$ cat src/rtl/fetch_unit.sv
// fetch_unit: MIPS PC sequencing and instruction fetch over a valid/ready memory port,
// holding each instruction for the decoder and trapping on unsupported opcodes.
module fetch_unit #(
   parameter logic [31:0] RESET_PC = 32'h0000_0000
) (
   input  logic        clk,
   input  logic        reset,
   output logic        imem_req,
   output logic [31:0] imem_addr,
   input  logic        imem_ready,
   input  logic [31:0] imem_rdata,
   output logic [31:0] instr,
   output logic [5:0]  op,
   output logic        instr_valid,
   output logic [31:0] pc,
   input  logic [1:0]  branch,
   input  logic        jump,
   input  logic        zero,
   input  logic        stall,
   output logic        trap
);
   typedef enum logic [1:0] {FETCH, EXEC, TRAP} state_t;
   state_t      state_q, state_d;
   logic [31:0] pc_q, pc_d, instr_q, instr_d;
   logic [31:0] pcplus4, br_target, next_pc;
   logic        taken, legal;

   assign pcplus4   = pc_q + 32'd4;
   assign br_target = pcplus4 + {{14{instr_q[15]}}, instr_q[15:0], 2'b00};
   assign taken     = branch[1] & (zero ^ branch[0]);
   assign next_pc   = jump ? {pcplus4[31:28], instr_q[25:0], 2'b00} : taken ? br_target : pcplus4;
   assign legal     = instr_q[31:26] inside {6'b000000, 6'b100011, 6'b101011, 6'b000100,
                                             6'b001000, 6'b000010, 6'b001101, 6'b000101};

   always_comb begin
      state_d = state_q;
      pc_d    = pc_q;
      instr_d = instr_q;
      case (state_q)
         FETCH: if (imem_ready) begin
            instr_d = imem_rdata;
            state_d = EXEC;
         end
         EXEC: if (!legal) begin
            state_d = TRAP;
         end else if (!stall) begin
            pc_d    = next_pc;
            state_d = FETCH;
         end
         default: state_d = (state_q == TRAP) ? TRAP : FETCH;
      endcase
   end

   always_ff @(posedge clk) begin
      if (reset) begin
         state_q <= FETCH;
         pc_q    <= RESET_PC;
         instr_q <= 32'd0;
      end else begin
         state_q <= state_d;
         pc_q    <= pc_d;
         instr_q <= instr_d;
      end
   end

   // Reset gates the handshake outputs so no request or valid leaks out while resetting
   assign imem_req    = (state_q == FETCH) && !reset;
   assign instr_valid = (state_q == EXEC) && !reset;
   assign trap        = (state_q == TRAP);
   assign imem_addr   = pc_q;
   assign pc          = pc_q;
   assign instr       = instr_q;
   assign op          = instr_q[31:26];
endmodule

$ cat config.mk
export PLATFORM = sky130hd
export DESIGN_NAME = fetch_unit
export DESIGN_NICKNAME = d
export VERILOG_FILES = /design/src/rtl/fetch_unit.sv
export SDC_FILE = /design/constraint.sdc
export NUM_CORES = 1
export LEC_CHECK = 0
export ABC_AREA = 1
export CAP_MARGIN = 40
export CORE_AREA = 2 2 98 138
export DETAILED_ROUTE_END_ITERATION = 16
export DIE_AREA = 0 0 100 140
export PLACE_DENSITY = 0.79
export SLEW_MARGIN = 20
export SYNTH_ARGS = -nofsm -noshare
export SYNTH_HDL_FRONTEND = slang
export SYNTH_SLANG_ARGS = --single-unit
export TNS_END_PERCENT = 30
$ cat constraint.sdc
create_clock -name clk -period 7.3 [get_ports clk]
set_clock_uncertainty 0.1 [all_clocks]
set_input_delay 0.73 -clock clk [delete_from_list [all_inputs] [get_ports clk]]
set_output_delay 0.73 -clock clk [all_outputs]
set_load 0.1 [all_outputs]
==> impl_metrics.yaml, run 1 <==
run_status:
  outcome: "complete, no violations"
global_routing:
  grt_overflow_total: 0
  gr-usage-met2: 0.636
  use_met3: 0.0539
  grt_util_met1: 0.404
  grt_pass1_vias: 7626
  grt_max_degree: 57
  grt_busiest_layer: "met2"
  grtUsageTotal: 0.357
  grt_pass1_wl_mm: 39.0
  antenna_found_initial: 0
floorplan:
  io_pins: 145
  fp-row-count: 49
  die_w_um: 100
  core-area_sq_um: 12800
  die_height_um: 140
  die_area_sq_um: 14000
  initial_core_util: 0.491
clock_network:
  cts.sinks: 64
  cts_made_buffers: 9
  path_clk_slew_ns: 0.06
  cts_setup_buffers: 0
  clock_latency_ns: 0.34
  cts_tree: "built"
  htree_levels: 3
  postCtsResizedCells: 0
  postCtsHoldBufs: 0
  clock-root-buffer: "clkbuf_16"
  clockBufferDepth: 2
critical_path:
  crit_start: "imem_addr[2]"
  endpoint_kind: "flop"
  critical_path_class: "flop to flop"
  cp-endpoint: "imem_addr[31]"
  cp.required_ns: 7.43
  crit_top_cell: "nand2_1"
  start_kind: "flop"
  r2r_start: "imem_addr[2]"
  cp_cell_sequence: "ha_1 -> inv_1 -> nor3_4 -> nand3_1 -> xor2_1 -> inv_1 -> ha_1 -> nand2_1 -> nor2_1 -> inv_1 -> nor3_1 -> and2_1 -> nand2_1 -> nand2_1 -> nand2_1 -> nand3_2 -> a21oi_2"
  r2r-end: "imem_addr[31]"
  cp_max_fo: 10
  r2r_cells: 17
  path_buf_inv: 3
  r2r_slack_ns: 3.81
  cp_data_arrival_time_ns: 3.62
  cp_num_cells: 17
  critical-path-slowest-cell: "dfxtp_1"
  path_delay_family: "simple AND/OR/NAND/NOR gates"
  critPathMaxStageDelay_ns: 0.61
power_and_ir_drop:
  p_switching_uw: 733
  p_clk_frac: 0.281
  p_leak_uw: 0.00451
  power_frac_seq: 0.253
  internal_power_uw: 949
  switching_share: 0.436
  ir_worst_vdd_mv: 0.215
  power_density_nw_per_um2: 179
  comb_power_share: 0.466
final_layout:
  nets: 1345
  drive_above_1_share: 0.126
  postLayoutCellArea_sq_um: 9420
  multiInputGateArea_sq_um: 3970
  syn2layout_area_growth_pct: 50.4
  final_cell_mix: "301 x nand2_1, 150 x inv_1, 142 x nor2_1, 140 x clkdlybuf4s50_1, 96 x buf_8"
  final_common_cell: "nand2_1"
  num_antenna_cells: 0
  seq_area_sq_um: 1280
  n_fill_cell: 964
timing:
  slew_headroom: 0.508
  rsz0062_at_grt: "false"
  min_period_ns: 3.49
  fmax_mhz: 287
  timing.final.hold_violations: 0
  worst_slew_pin_slew_ns: 0.737
  setup_violations: 0
  post-route-period-util: 0.478
  slew_violations: 0
  fin_ws_ns: 3.81
  tns_ns: 0
synth:
  synth_area_leaders: "dfxtp_1 20%, nand2_1 18%, inv_1 9.0%, nor2_1 8.5%, ha_1 7.4%"
  avgSynthCellArea_sq_um: 5.84
  ys_seq_elements: 64
  synthSimpleGateAreaFrac: 0.371
  synth_compound_area_frac: 0.155
  synth-seq-area-share: 0.205
  synthMuxAreaShare: 0
  syn_area_sq_um: 6260
  yosys_warnings: 0
  ys_types: 44
  synth_fa_ha_area_frac: 0.0772
  ys.flop_type: "dfxtp_1"
  synth_top_family_by_area: "simple AND/OR/NAND/NOR gates"
  async_flop_share: 0
  synth_cells: 1072
  yosysTopAreaCell: "dfxtp_1"
  synth-xor-area-share: 0.0292
  synth-edff-count: 0
  synth_top_cell_area_share: 0.205
drt:
  dr.pass1.iters: 8
  vias: 7930
  drcViolationCount: 0
  vias_per_cell: 5.56
  drtIter0Drc: 838
  wl_per_cell_um: 17.7
  ant_nets: 0
  drt-total-wl_mm: 25.2
place:
  port_buffers: 140
  dpl_cell_area_sq_um: 9080
  place.gp.congestion: 1.05
  pre_cts_slack_ns: 3.40
  place_hpwl_mm: 19.9
flow_run:
  drv_cap: 0
worst_hold_path:
  worstHoldPathType: "flop to flop"
-- cell families (layout without fill, tap and decap cells) --
| family | after synthesis | count (layout) |
|---|---|---|
| AO/OA/AOI/OAI | 177 | 177 |
| flip-flops | 64 | 64 |
| adder cells (fa/ha/maj) | 38 | 38 |
| XOR/XNOR | 20 | 20 |
| buffers and inverters | 223 | 420 |
| AND/OR/NAND/NOR | 549 | 549 |
| other | 1 | 4 |
-- cell usage after synthesis (6+ instances only) --
cell,count
ha_1,37
dfxtp_1,64
nand2_2,8
xor2_1,13
nand4_1,8
inv_1,150
nor2_1,142
o21ai_0,74
buf_4,42
o21bai_1,8
a21oi_1,70
nand2_1,301
o221ai_1,6
nand3_1,55
nor3_1,8
a21oi_2,6
buf_2,6
xnor2_1,6
clkbuf_1,12
-- registers in the layout, summed over array words and instances, names as in the netlist --
register	count
imem_addr	30
instr	32
state_q	2
-- area by class of cell --
class,instances,area share
Clock buffer,10,0.0243
Multi-Input combinational cell,788,0.421
Timing Repair Buffer,247,0.325
Inverter,157,0.0626
Sequential cell,64,0.136
Tap cell,153,0.0203
Clock inverter,6,0.00983
-- layer usage --
metal	wire length, um	vias to the layer above
met5	0	-
met4	1560	0
met3	1790	142
met2	12600	474
met1	9250	3563
li1	-	3751
-- power by group through the flow --
stage	combinational, uW	sequential [uW]	clock (uW)
4_1_cts	778	423	469
3_5_place_dp	772	430	0
5_1_grt	816	429	487
6_report	784	426	472
3_3_place_gp	611	432	0
2_1_floorplan	299	609	0
-- worst reg2reg max path, cell delays in order, from the launching register on --
cell	delay [ns]
dfxtp_1	0.61
ha_1	0.23
inv_1	0.07
nor3_4	0.34
nand3_1	0.14
xor2_1	0.21
inv_1	0.07
ha_1	0.34
nand2_1	0.11
nor2_1	0.14
inv_1	0.07
nor3_1	0.39
and2_1	0.23
nand2_1	0.06
nand2_1	0.08
nand2_1	0.07
nand3_2	0.08
a21oi_2	0.05
-- per-stage QoR --
step	std cells	util	hold slack (ns)	total power (uW)
2_1_floorplan	1075	-	0.576	908
3_3_place_gp	1306	0.585	0.389	1040
3_5_place_dp	1408	0.712	0.398	1200
4_1_cts	1424	0.737	0.410	1670
5_1_grt	1425	0.739	0.435	1730
6_report	1425	0.739	0.416	1680
-- worst min path at each step --
| stage | from | to | slack, ns | cells past startpoint |
|---|---|---|---|---|
| 6_report | instr[24] | instr[24] | 0.42 | 2 |
| 5_1_grt | instr[24] | instr[24] | 0.44 | 2 |
| 4_1_cts | instr[24] | instr[24] | 0.41 | 2 |
| 3_5_place_dp | instr[24] | instr[24] | 0.40 | 2 |
| 3_3_place_gp | instr[23] | instr[23] | 0.39 | 2 |
| 2_1_floorplan | state_q[1] | instr[20] | 0.58 | 5 |
Note: power is estimated with default switching activity, not from simulation.
==> inputs of run 2 (changes only) <==
- CORE_AREA: 2 2 98 138 -> 2 2 101 142
- DIE_AREA: 0 0 100 140 -> 0 0 103 144
- PLACE_DENSITY: 0.79 -> 0.78
- clock period: 7.3 -> 3 ns (I/O delays scaled with it)
==> impl_metrics.yaml, run 2 (synthesized netlist as in run 1, its figures left out) <==
clock_network:
  clock_latency_ns: 0.34
  cts.sinks: 64
  clockBufferDepth: 2
  cts_made_buffers: 9
  htree_levels: 3
  clock-root-buffer: "clkbuf_16"
  path_clk_slew_ns: 0.06
  cts_tree: "built"
drt:
  dr.pass1.iters: 5
  wl_met2_mm: 11.8
  ant_nets: 0
  dr_wl_met3_mm: 1.24
  vias_per_cell: 5.14
  wl_per_cell_um: 16.0
  top_layer_used: "met4"
  m1WireLength_mm: 8.86
  vias: 7309
  drcViolationCount: 0
  drtIter0Drc: 385
  drt-total-wl_mm: 22.8
floorplan:
  fp-row-count: 51
  die_w_um: 103
  die_area_sq_um: 14800
  initial_core_util: 0.458
  die_height_um: 144
  core-area_sq_um: 13700
  io_pins: 145
timing:
  min_period_ns: 2.84
  setup_violations: 0
  post-route-period-util: 0.947
  slew_headroom: 0.623
  timing.final.hold_violations: 0
  slew_violations: 0
  rsz0062_at_grt: "true"
  worst_slew_pin_slew_ns: 0.564
  holdWs_ns: 0.404
  tns_ns: 0
  fmax_mhz: 352
global_routing:
  grt_max_degree: 40
  grtUsageTotal: 0.304
  grt_pass1_wl_mm: 34.1
  antenna_found_initial: 0
  grt_pass1_vias: 6813
  grt_overflow_total: 0
final_layout:
  nets: 1310
  largest_reg_flops: 32
  syn2layout_area_growth_pct: 37.3
  n_fill_cell: 1327
  multiInputGateArea_sq_um: 4400
  seq_area_sq_um: 1340
  num_antenna_cells: 0
  final_util: 0.629
  instances_no_fill: 1422
  final_common_cell: "nand2_1"
  final_cell_mix: "278 x nand2_1, 172 x buf_4, 148 x inv_1, 119 x nor2_1, 73 x o21ai_0"
  drive_above_1_share: 0.275
critical_path:
  cp_data_arrival_time_ns: 3.02
  critical-path-slowest-cell: "dfxtp_4"
  critPathMaxStageDelay_ns: 0.40
  cp_cell_sequence: "ha_1 -> nand2_2 -> inv_2 -> nand2_2 -> xnor2_1 -> buf_4 -> ha_1 -> a21oi_1 -> o21bai_1 -> nand3b_1 -> nand2_1 -> nand2_1 -> nand2_1 -> nand3_1 -> a21oi_2"
  critical_path_class: "flop to flop"
  endpoint_kind: "flop"
  crit_top_cell: "nand2_1"
  path_buf_inv: 2
  cp.required_ns: 3.18
  path_delay_family: "simple AND/OR/NAND/NOR gates"
  cp_max_fo: 6
  start_kind: "flop"
place:
  port_buffers: 140
  post-place-cells: 1400
  place.gp.congestion: 0.955
  place_hpwl_mm: 18.3
flow_run:
  drv_cap: 0
power_and_ir_drop:
  ir_worst_vdd_mv: 0.344
  p_leak_uw: 0.00434
  power_density_nw_per_um2: 451
run_status:
  outcome: "complete, no violations"
worst_hold_path:
  worstHoldPathType: "flop to flop"
[run 2: cell count changes in the layout (fill, tap and decap cells not counted), moves of 11 or more]
cell | previous run | this run
nor2_2 | 3 | 20
nor2_1 | 142 | 119
nand2_1 | 301 | 278
clkdlybuf4s50_1 | 140 | 39
buf_4 | 4 | 172
buf_8 | 96 | 0
ha_1 | 37 | 23
dfxtp_2 | 0 | 19
ha_4 | 0 | 11
nand2_2 | 8 | 30
dfxtp_1 | 64 | 37
[run 2: repair_timing]
item                       4_1_cts  5_1_grt
pin swaps                        0       20
hold buffers                     0        0
resized for setup                1      102
setup endpoints to repair        1       20
setup buffers                    0        6
[run 2: per-layer routing]
metal | GRT usage | up-vias
met5 | 0 | -
li1 | - | 3661
met1 | 0.351 | 3327
met2 | 0.549 | 272
met3 | 0.0420 | 49
met4 | 0.127 | 0
[run 2: worst paths after layout]
check / slack [ns] / cells past startpoint / to / from
worst max-delay path: 0.16 / 15 / imem_addr[29] / imem_addr[3]
worst max register to register: 0.16 / 15 / imem_addr[29] / imem_addr[3]
worst min register to register: 0.40 / 2 / instr[22] / instr[22]
worst min-delay path: 0.40 / 2 / instr[22] / instr[22]
[run 2: where the power goes]
part	internal (uW)	switching, uW	total [uW]
sequential	919	99.8	1020
clock	802	432	1230
combinational	428	1200	1630
total	2150	1730	3880
[run 2: area by class of cell]
class | count | share of cell area
well taps | 185 | 0.0269
multi-input cells | 788 | 0.512
inverters | 157 | 0.0686
repair buffers | 212 | 0.197
flip-flops and latches | 64 | 0.155
clock buffers | 12 | 0.0312
clock inverters | 4 | 0.00859
[run 2: worst register-to-register path, delay by kind of cell (launching register included)]
family,cells,cell delay [ns]
XOR/XNOR,1,0.15
adder cells (fa/ha/maj),2,0.51
AO/OA/AOI/OAI,3,0.52
buffers and inverters,2,0.22
flip-flops,1,0.40
AND/OR/NAND/NOR,7,0.87
[run 2: per-stage QoR]
| step | cell area (sq um) | power, uW | setup slack, ns |
|---|---|---|---|
| after CTS | 8110 | 3820 | 0.00645 |
| after detailed placement | 7760 | 2590 | 0.00520 |
| after global routing | 8590 | 4030 | -0.0339 |
| after global placement | 7760 | 2580 | -0.0360 |
| after floorplan | 6320 | 2210 | 0.0177 |
| final | 8590 | 3880 | 0.159 |
